**src/rtl/rs422_pkg.sv**
```systemverilog
// Shared RS422 UART definitions: FSM encoding, oversampling defaults,
// and baud constants common to the receiver and the planned transmitter.
package rs422_pkg;

    typedef enum logic [2:0] {
        IDLE   = 3'd0,
        START  = 3'd1,
        DATA   = 3'd2,
        PARITY = 3'd3,
        STOP   = 3'd4,
        BREAK  = 3'd5
    } rx_state_t;

    localparam int OVERSAMPLE_DEF = 16;
    localparam int MID_TICK_DEF   = 7;

    localparam int SYS_CLK_HZ = 59_000_000;
    localparam int BAUD_RATE  = 115_200;
    localparam int TICK_HZ    = BAUD_RATE * OVERSAMPLE_DEF;

endpackage

```
**src/rtl/rs422_sync_edge.sv**
```systemverilog
// Two-flop synchroniser with selectable reset value and an optional
// one-cycle rising-edge pulse taken from a third delay flop.
module rs422_sync_edge #(
    parameter logic RST_VAL = 1'b0,
    parameter bit   EDGE_EN = 1'b0
) (
    input  logic clk,
    input  logic rst,
    input  logic d,
    output logic q,
    output logic rise
);

    logic meta;
    logic sync;
    logic dly;

    always_ff @(posedge clk or negedge rst) begin
        if (!rst) begin
            meta <= RST_VAL;
            sync <= RST_VAL;
            dly  <= RST_VAL;
        end else begin
            meta <= d;
            sync <= meta;
            dly  <= sync;
        end
    end

    assign q    = sync;
    assign rise = EDGE_EN ? (sync & ~dly) : 1'b0;

endmodule

```
**src/rtl/rs422_uart_rx.sv**
```systemverilog
// 16x oversampling RS422 UART receiver; clk1_8m is sampled as data
// and turned into a one-cycle tick that paces the whole FSM.
module rs422_uart_rx
    import rs422_pkg::*;
#(
    parameter int DATA_BITS  = 8,
    parameter int PARITY_EN  = 0,
    parameter int PARITY_ODD = 0,
    parameter int OVERSAMPLE = OVERSAMPLE_DEF,
    parameter int MID_TICK   = MID_TICK_DEF
) (
    input  logic       clk59m,
    input  logic       rst,
    input  logic       clk1_8m,
    input  logic       rxd,
    output logic [7:0] rx_data,
    output logic       rx_valid,
    output logic       frame_err,
    output logic       parity_err,
    output logic       rx_busy
);

    localparam logic [3:0] LAST_TICK = 4'(OVERSAMPLE - 1);
    localparam logic [3:0] MID       = 4'(MID_TICK);
    localparam logic [3:0] LAST_BIT  = 4'(DATA_BITS - 1);
    localparam logic       PODD      = 1'(PARITY_ODD);

    logic rxd_s;
    logic tick;
    logic rxd_rise_unused;
    logic ck_s_unused;

    rx_state_t            state;
    rx_state_t            state_nxt;
    logic [3:0]           tick_cnt;
    logic [3:0]           tick_nxt;
    logic [3:0]           bit_cnt;
    logic [3:0]           bit_nxt;
    logic [DATA_BITS-1:0] shreg;
    logic [DATA_BITS-1:0] shreg_nxt;
    logic                 perr_q;
    logic                 perr_nxt;
    logic                 stop_smp;

    // Line idles high, so the rxd chain resets to 1 to avoid a false start.
    rs422_sync_edge #(
        .RST_VAL (1'b1),
        .EDGE_EN (1'b0)
    ) u_sync_rxd (
        .clk  (clk59m),
        .rst  (rst),
        .d    (rxd),
        .q    (rxd_s),
        .rise (rxd_rise_unused)
    );

    rs422_sync_edge #(
        .RST_VAL (1'b0),
        .EDGE_EN (1'b1)
    ) u_sync_tick (
        .clk  (clk59m),
        .rst  (rst),
        .d    (clk1_8m),
        .q    (ck_s_unused),
        .rise (tick)
    );

    always_comb begin
        state_nxt = state;
        tick_nxt  = tick_cnt;
        bit_nxt   = bit_cnt;
        shreg_nxt = shreg;
        perr_nxt  = perr_q;
        stop_smp  = 1'b0;
        if (tick) begin
            unique case (state)
                IDLE: begin
                    if (!rxd_s) begin
                        state_nxt = START;
                        tick_nxt  = '0;
                    end
                end
                START: begin
                    if (tick_cnt == MID) begin
                        tick_nxt  = '0;
                        bit_nxt   = '0;
                        state_nxt = rxd_s ? IDLE : DATA;
                    end else begin
                        tick_nxt = tick_cnt + 1'b1;
                    end
                end
                DATA: begin
                    if (tick_cnt == LAST_TICK) begin
                        tick_nxt  = '0;
                        bit_nxt   = bit_cnt + 1'b1;
                        shreg_nxt = {rxd_s, shreg[DATA_BITS-1:1]};
                        if (bit_cnt == LAST_BIT) begin
                            state_nxt = (PARITY_EN != 0) ? PARITY : STOP;
                        end
                    end else begin
                        tick_nxt = tick_cnt + 1'b1;
                    end
                end
                PARITY: begin
                    if (tick_cnt == LAST_TICK) begin
                        tick_nxt  = '0;
                        perr_nxt  = (^shreg) ^ rxd_s ^ PODD;
                        state_nxt = STOP;
                    end else begin
                        tick_nxt = tick_cnt + 1'b1;
                    end
                end
                STOP: begin
                    if (tick_cnt == LAST_TICK) begin
                        tick_nxt  = '0;
                        stop_smp  = 1'b1;
                        state_nxt = rxd_s ? IDLE : BREAK;
                    end else begin
                        tick_nxt = tick_cnt + 1'b1;
                    end
                end
                BREAK: begin
                    if (rxd_s) begin
                        state_nxt = IDLE;
                    end
                end
                default: state_nxt = IDLE;
            endcase
        end
    end

    always_ff @(posedge clk59m or negedge rst) begin
        if (!rst) begin
            state      <= IDLE;
            tick_cnt   <= '0;
            bit_cnt    <= '0;
            shreg      <= '0;
            perr_q     <= 1'b0;
            rx_data    <= '0;
            rx_valid   <= 1'b0;
            frame_err  <= 1'b0;
            parity_err <= 1'b0;
        end else begin
            state    <= state_nxt;
            tick_cnt <= tick_nxt;
            bit_cnt  <= bit_nxt;
            shreg    <= shreg_nxt;
            perr_q   <= perr_nxt;
            rx_valid <= stop_smp;
            if (stop_smp) begin
                rx_data    <= 8'(shreg);
                frame_err  <= ~rxd_s;
                parity_err <= perr_q;
            end
        end
    end

    assign rx_busy = (state != IDLE);

endmodule

```
**config.mk**
```make
export PLATFORM = sky130hd
export DESIGN_NAME = rs422_uart_rx
export DESIGN_NICKNAME = d
export VERILOG_FILES = /design/src/rtl/rs422_pkg.sv /design/src/rtl/rs422_sync_edge.sv /design/src/rtl/rs422_uart_rx.sv
export SDC_FILE = /design/constraint.sdc
export NUM_CORES = 1
export LEC_CHECK = 0
export ABC_AREA = 1
export CAP_MARGIN = 20
export CORE_MARGIN = 5
export CORE_UTILIZATION = 30
export CTS_CLUSTER_SIZE = 14
export DETAILED_ROUTE_END_ITERATION = 8
export SYNTH_ARGS = -nofsm -noshare
export SYNTH_HDL_FRONTEND = slang
export SYNTH_SLANG_ARGS = --single-unit
```
**constraint.sdc**
```tcl
create_clock -name clk59m -period 2.4 [get_ports clk59m]
set_input_delay 0.24 -clock clk59m [delete_from_list [all_inputs] [get_ports clk59m]]
set_output_delay 0.24 -clock clk59m [all_outputs]
set_load 0.02 [all_outputs]
```
======== Word level (Yosys, flattened, before mapping) ========
Index checks and enable logic that the tools add are counted.
word-level totals
  register bits ........................... 36
  word-level logic and storage cells ...... 66
cells by class
  add/subtract/negate cells ............... 2
  eq/ne operators ......................... 15
  muxes and demuxes ....................... 20
  bitwise gates (word level) .............. 4
  reductions and logical operators ........ 11
operator list
  cell                   count
  $mux W3                8
  $mux W4                5
  $pmux W3 S6            1
  $ne A2 B2 Y1 const B   6
  $pmux W4 S3            1
  $reduce_and A3 Y1      3
  $add A4 B1 Y4 const B  2
  $eq A4 B3 Y1 const B   2
  $pmux W4 S2            1
  $reduce_and A8 Y1      1
  $reduce_xor A8 Y1      1
  $eq A3 B2 Y1 const B   2
  $eq A3 B3 Y1 const B   2
  $reduce_bool A3 Y1     2
  $eq A4 B4 Y1 const B   1
  $reduce_and A4 Y1      1
  $eq A3 B1 Y1 const B   1
  $logic_not A3 Y1       1
  $mux W1                3
  $reduce_or A3 Y1       1
  $mux W2                1
  $ne A2 B1 Y1 const B   1
  $not A1 Y1             2
  $reduce_bool A2 Y1     1
  other kinds (2)        2

======== Logic depth before layout (Yosys ltp) ========
  word-level depth ........................ 4
  depth in mapped cells ................... 11

======== Hierarchy ========
From an unflattened synthesis, not the netlist that was laid out.
unflattened totals
  cells, all modules ...................... 217
  area, all modules ....................... 1795.5 um^2
modules (own cells, without submodules)
  module                         times used  cells an instance  area an instance (um^2)  sequential area each (um^2)
  rs422_uart_rx                  1           208                1646.6                   775.7
  rs422_sync_edge (u_sync_tick)  1           5                  85.1                     75.1
  rs422_sync_edge (u_sync_rxd)   1           4                  63.8                     52.6

======== Worst setup path after synthesis ========
OpenSTA, ideal clock, no wires.
  kind .................................... register to register
  from .................................... register tick_cnt[0]
  to ...................................... register parity_err
  library setup time ...................... 117 ps
  arrival ................................. 1328 ps
  path slack .............................. 955 ps
  cell stages (with the launch flop) ...... 12
  path buffers ............................ 1
  path through ............................ dfrtp_1 > ha_1 > nand2_1 > nor2_4 > inv_2 > nor2_4 > inv_2 > nor2_8 > inv_2 > buf_6 > nand2_1 > nand2_1
on the way
  longest elaborated chain between the ends .. 4
ends and longest elaborated chain
  element                 line                  text
  from (decl)             rs422_uart_rx.sv:35   logic [3:0] tick_cnt;
  from (signal assigned)  rs422_uart_rx.sv:145  tick_cnt <= tick_nxt;
  $eq A4 B4 Y1            rs422_uart_rx.sv:114  if (tick_cnt == LAST_TICK) begin
  $mux W1                 rs422_uart_rx.sv:114
  $mux W1                 rs422_uart_rx.sv:76   unique case (state)
  $mux W1                 rs422_uart_rx.sv:75   if (tick) begin
  named net stop_smp      rs422_uart_rx.sv:43   logic stop_smp;
  to (signal assigned)    rs422_uart_rx.sv:153  parity_err <= perr_q;
  to (decl)               rs422_uart_rx.sv:19   output logic parity_err,
The timed path passes the listed nets, and every way through them passes these cells.
A chain may end at the register's enable or synchronous reset.

======== Worst setup path after layout ========
  from .................................... register state[0]
  to ...................................... output port rx_busy
on the way
  longest elaborated chain between the ends .. 1
ends and longest elaborated chain
  element                 line                  text
  from (decl)             rs422_uart_rx.sv:33   rx_state_t state;
  from (signal assigned)  rs422_uart_rx.sv:144  state <= state_nxt;
  $reduce_bool A3 Y1      rs422_uart_rx.sv:158  assign rx_busy = (state != IDLE);
  to (decl)               rs422_uart_rx.sv:20   output logic rx_busy
No other way between the ends.

==> summary.txt <==
Cells and area
  – Register area: 903 um^2
  – Antenna cells: 0
  – Fillers: between 600 and 700
  – Most common cell after layout, fill and taps aside: nand2_1
  – Layout cells sized above 1: 0.134
  – Most frequent cells in the layout: nand2_1, dfrtp_1, inv_1, clkdlybuf4s50_1, nor2_1
  – Layout Utilization: 0.359
  – Area occupied by multi-input gates: around 740 um^2
  – Layout Nets: approximately 240
  – Area grow syn2layout: 18.5%

Global routing
  – Initial antenna violation count: 0
  – Vias in the first global route: 1273
  – Tot GR Track Use: 0.0953
  – GRT overflow: 0
  – First-pass GRT wire length: 5.70 mm
  – Largest net degree at the start of global routing: 37

Status
  – Outcome: complete, no violations

Synthesis
  – Async set-reset flop share out of synthesis: 1.00
  – Largest family of logic cells by synthesized area: simple AND/OR/NAND/NOR gates
  – Mapped cell area: 0.00176 mm^2
  – Mapped Cells: 216
  – Mux cell area share after synthesis: 0
  – Xor/xnor share of the synthesized area: 0.00994
  – Simple-Gate Fraction of Synth Area: 0.278
  – Main synth FF type: dfrtp_1
  – Synth unique cells: 24
  – Syn Nets: approximately 220
  – Post-synth EDFFs: 0
  – Register area share after synthesis: 0.513
  – Compound-Gate Fraction of Synth Area: 0.116
  – Syn avg cell area: 8.16 um^2
  – Synth warn: 0
  – Yosys reg bits: 36
  – Adder-cell share of the synthesized area: 0.0142

Power and ir drop
  – Sw frac: 0.314
  – Logic pwr share: 0.222
  – Int Power: 0.993 mW
  – Sw Pwr: 0.454 mW
  – Reg power frac: 0.475
  – Power per standard cell area: 694 mW/mm^2
  – Pleak: 0.991 nW
  – VDD IR max: between 0.3 and 0.4 mV
  – Clock share of power: 0.302
  – Total power: roughly 1.4 mW

Clock network
  – Hold-fix buffers, CTS: 0
  – Post-CTS sizing: 0
  – Setup Fix Bufs, Post-CTS: 0
  – H-tree levels: 2
  – Clock Tree Buf Depth: 2
  – CTS tree: built
  – CTS clk-pin slew, worst paths: 0.07 ns
  – TritonCTS buffer count: 5
  – Later-pin clock latency in the skew report: 0.28 ns
  – CTS root buf: clkbuf_8
  – # clock sinks: 36

STA
  – Post-Route Setup TNS: 0 ns
  – Post-route setup slack: between 0.6 and 0.7 ns
  – Setup-failing EPs final: 0
  – Tmin final: 1.80 ns
  – Hold slack: 0.356 ns
  – Final Hold Viols: 0
  – RSZ-0062 raised after global routing: false
  – Final count of pins violating max slew: 0
  – Slew at the pin closest to its max-slew limit: 0.452 ns
  – Clock skew: 0.00750 ns
  – Fin crit share: 0.748
  – Slew headroom: 0.698
  – Fmax: between 500 and 600 MHz

Floorplan
  – Initial core utilization: 0.303
  – Area of the die: 0.00750 mm^2
  – Boundary pin count: 16
  – Core area: 0.00582 mm^2
  – Die Y: a little under 90 um
  – Num rows: 28
  – Die Wd: 86.6 um

Critical path
  – Worst Setup SP: state[0]
  – Worst EP required: 2.16 ns
  – Critical path's top delay family: buffers and inverters
  – Startpoint Class: register
  – R2r worst-path depth: 10
  – Slowest CP cell: clkdlybuf4s50_1
  – Cells along the critical path: nor2_2, nand2_1, clkdlybuf4s50_1
  – R2r startpoint: tick_cnt[0]
  – CP max stage delay: 0.54 ns
  – CP bufs+invs: 1
  – Crit path max fanout: 5
  – Nature of the critical path endpoint: output pin
  – Worst EP arrival: 1.56 ns
  – CP Depth: 3
  – WS Path Type: register to output pin

Run
  – Max cap viols: 0

Placement
  – Pre-CTS WS: 0.774 ns
  – # port buffers: 15
  – DP Wirelength: 2.28 mm
  – RD Place Congestion: 0.787

Drt
  – Initial DRC count: 46
  – Final ANT Viol Nets: 0
  – # DRC: 0
  – Via Count: 1345
  – Pre-antenna DRT Iters: 4
  – Vias per std cell: about 4.3
  – Wire per inst: slightly above 10 um
  – WL final: 3.16 mm

Min path
  – Worst Hold Class: register to register
  – Hold Startpoint: u_sync_rxd.meta
  – Hold Crit Depth: 0
[final timing paths]
check / to / slack (ns)
setup / recovery: rx_busy / 0.60
hold / removal: u_sync_rxd.q / 0.36
setup reg to reg: rx_data[2] / 0.75
hold reg to reg: u_sync_rxd.q / 0.36
max in group asynchronous: u_sync_rxd.meta / 1.68
min in group asynchronous: rx_data[6] / 0.37
[power by group through the flow]
stage                     Clock, mW  Combinational (mW)  Sequential [mW]
after floorplan                   0               0.236            0.689
after global placement            0               0.319            0.698
after detailed placement          0               0.323            0.699
after CTS                     0.458               0.325            0.687
after global routing          0.484               0.374            0.695
final                         0.437               0.322            0.688
[metrics by stage]
| stage | instances | cell area (um^2) |
|---|---|---|
| after floorplan | 216 | 1760 |
| after global placement | 305 | 2000 |
| after detailed placement | 305 | 2000 |
| after CTS | 313 | 2090 |
| after global routing | 313 | 2090 |
| final | 313 | 2090 |
[sequential cells by signal, summed over array words and instances, names as in the netlist, 3 cells and up]
name,cells
bit_cnt,4
rx_data,8
shreg,8
state,3
tick_cnt,4
[synth_stat cells (all sizes together), types with 2 or more instances]
master	instances	area share
buf	2	0.0092
nand4	2	0.0071
a21oi	4	0.011
nor2	18	0.063
o21ai	28	0.097
dfrtp	34	0.48
nand2	80	0.17
inv	28	0.060
dfstp	2	0.030
xor2	2	0.0099
ha	2	0.014
nand3	10	0.028
[logic make-up (layout without fill, tap and decap cells)]
group,count (synthesis),count (layout)
DFF,36,36
buffers and inverters,30,52
adders and majority gates,2,2
AOI/OAI and AO/OA,34,34
and+or+nand+nor,112,112
xor gates and xnor gates,2,2
[per-layer routing]
metal / vias up / wire length [um] / global-route usage
met5: - / 0 / 0
met4: 0 / 63 / 0.0524
met3: 6 / 193 / 0.0219
met2: 30 / 1330 / 0.143
met1: 586 / 1580 / 0.126
li1: 723 / - / -
[layout make-up]
| type | count | share of cell area |
|---|---|---|
| clock buffer | 8 | 0.0432 |
| inverter | 28 | 0.0504 |
| multi-input combinational | 150 | 0.353 |
| sequential | 36 | 0.433 |
| tap | 75 | 0.0450 |
| timing repair buffer | 16 | 0.0755 |
Note: power is estimated with default switching activity, not from simulation.
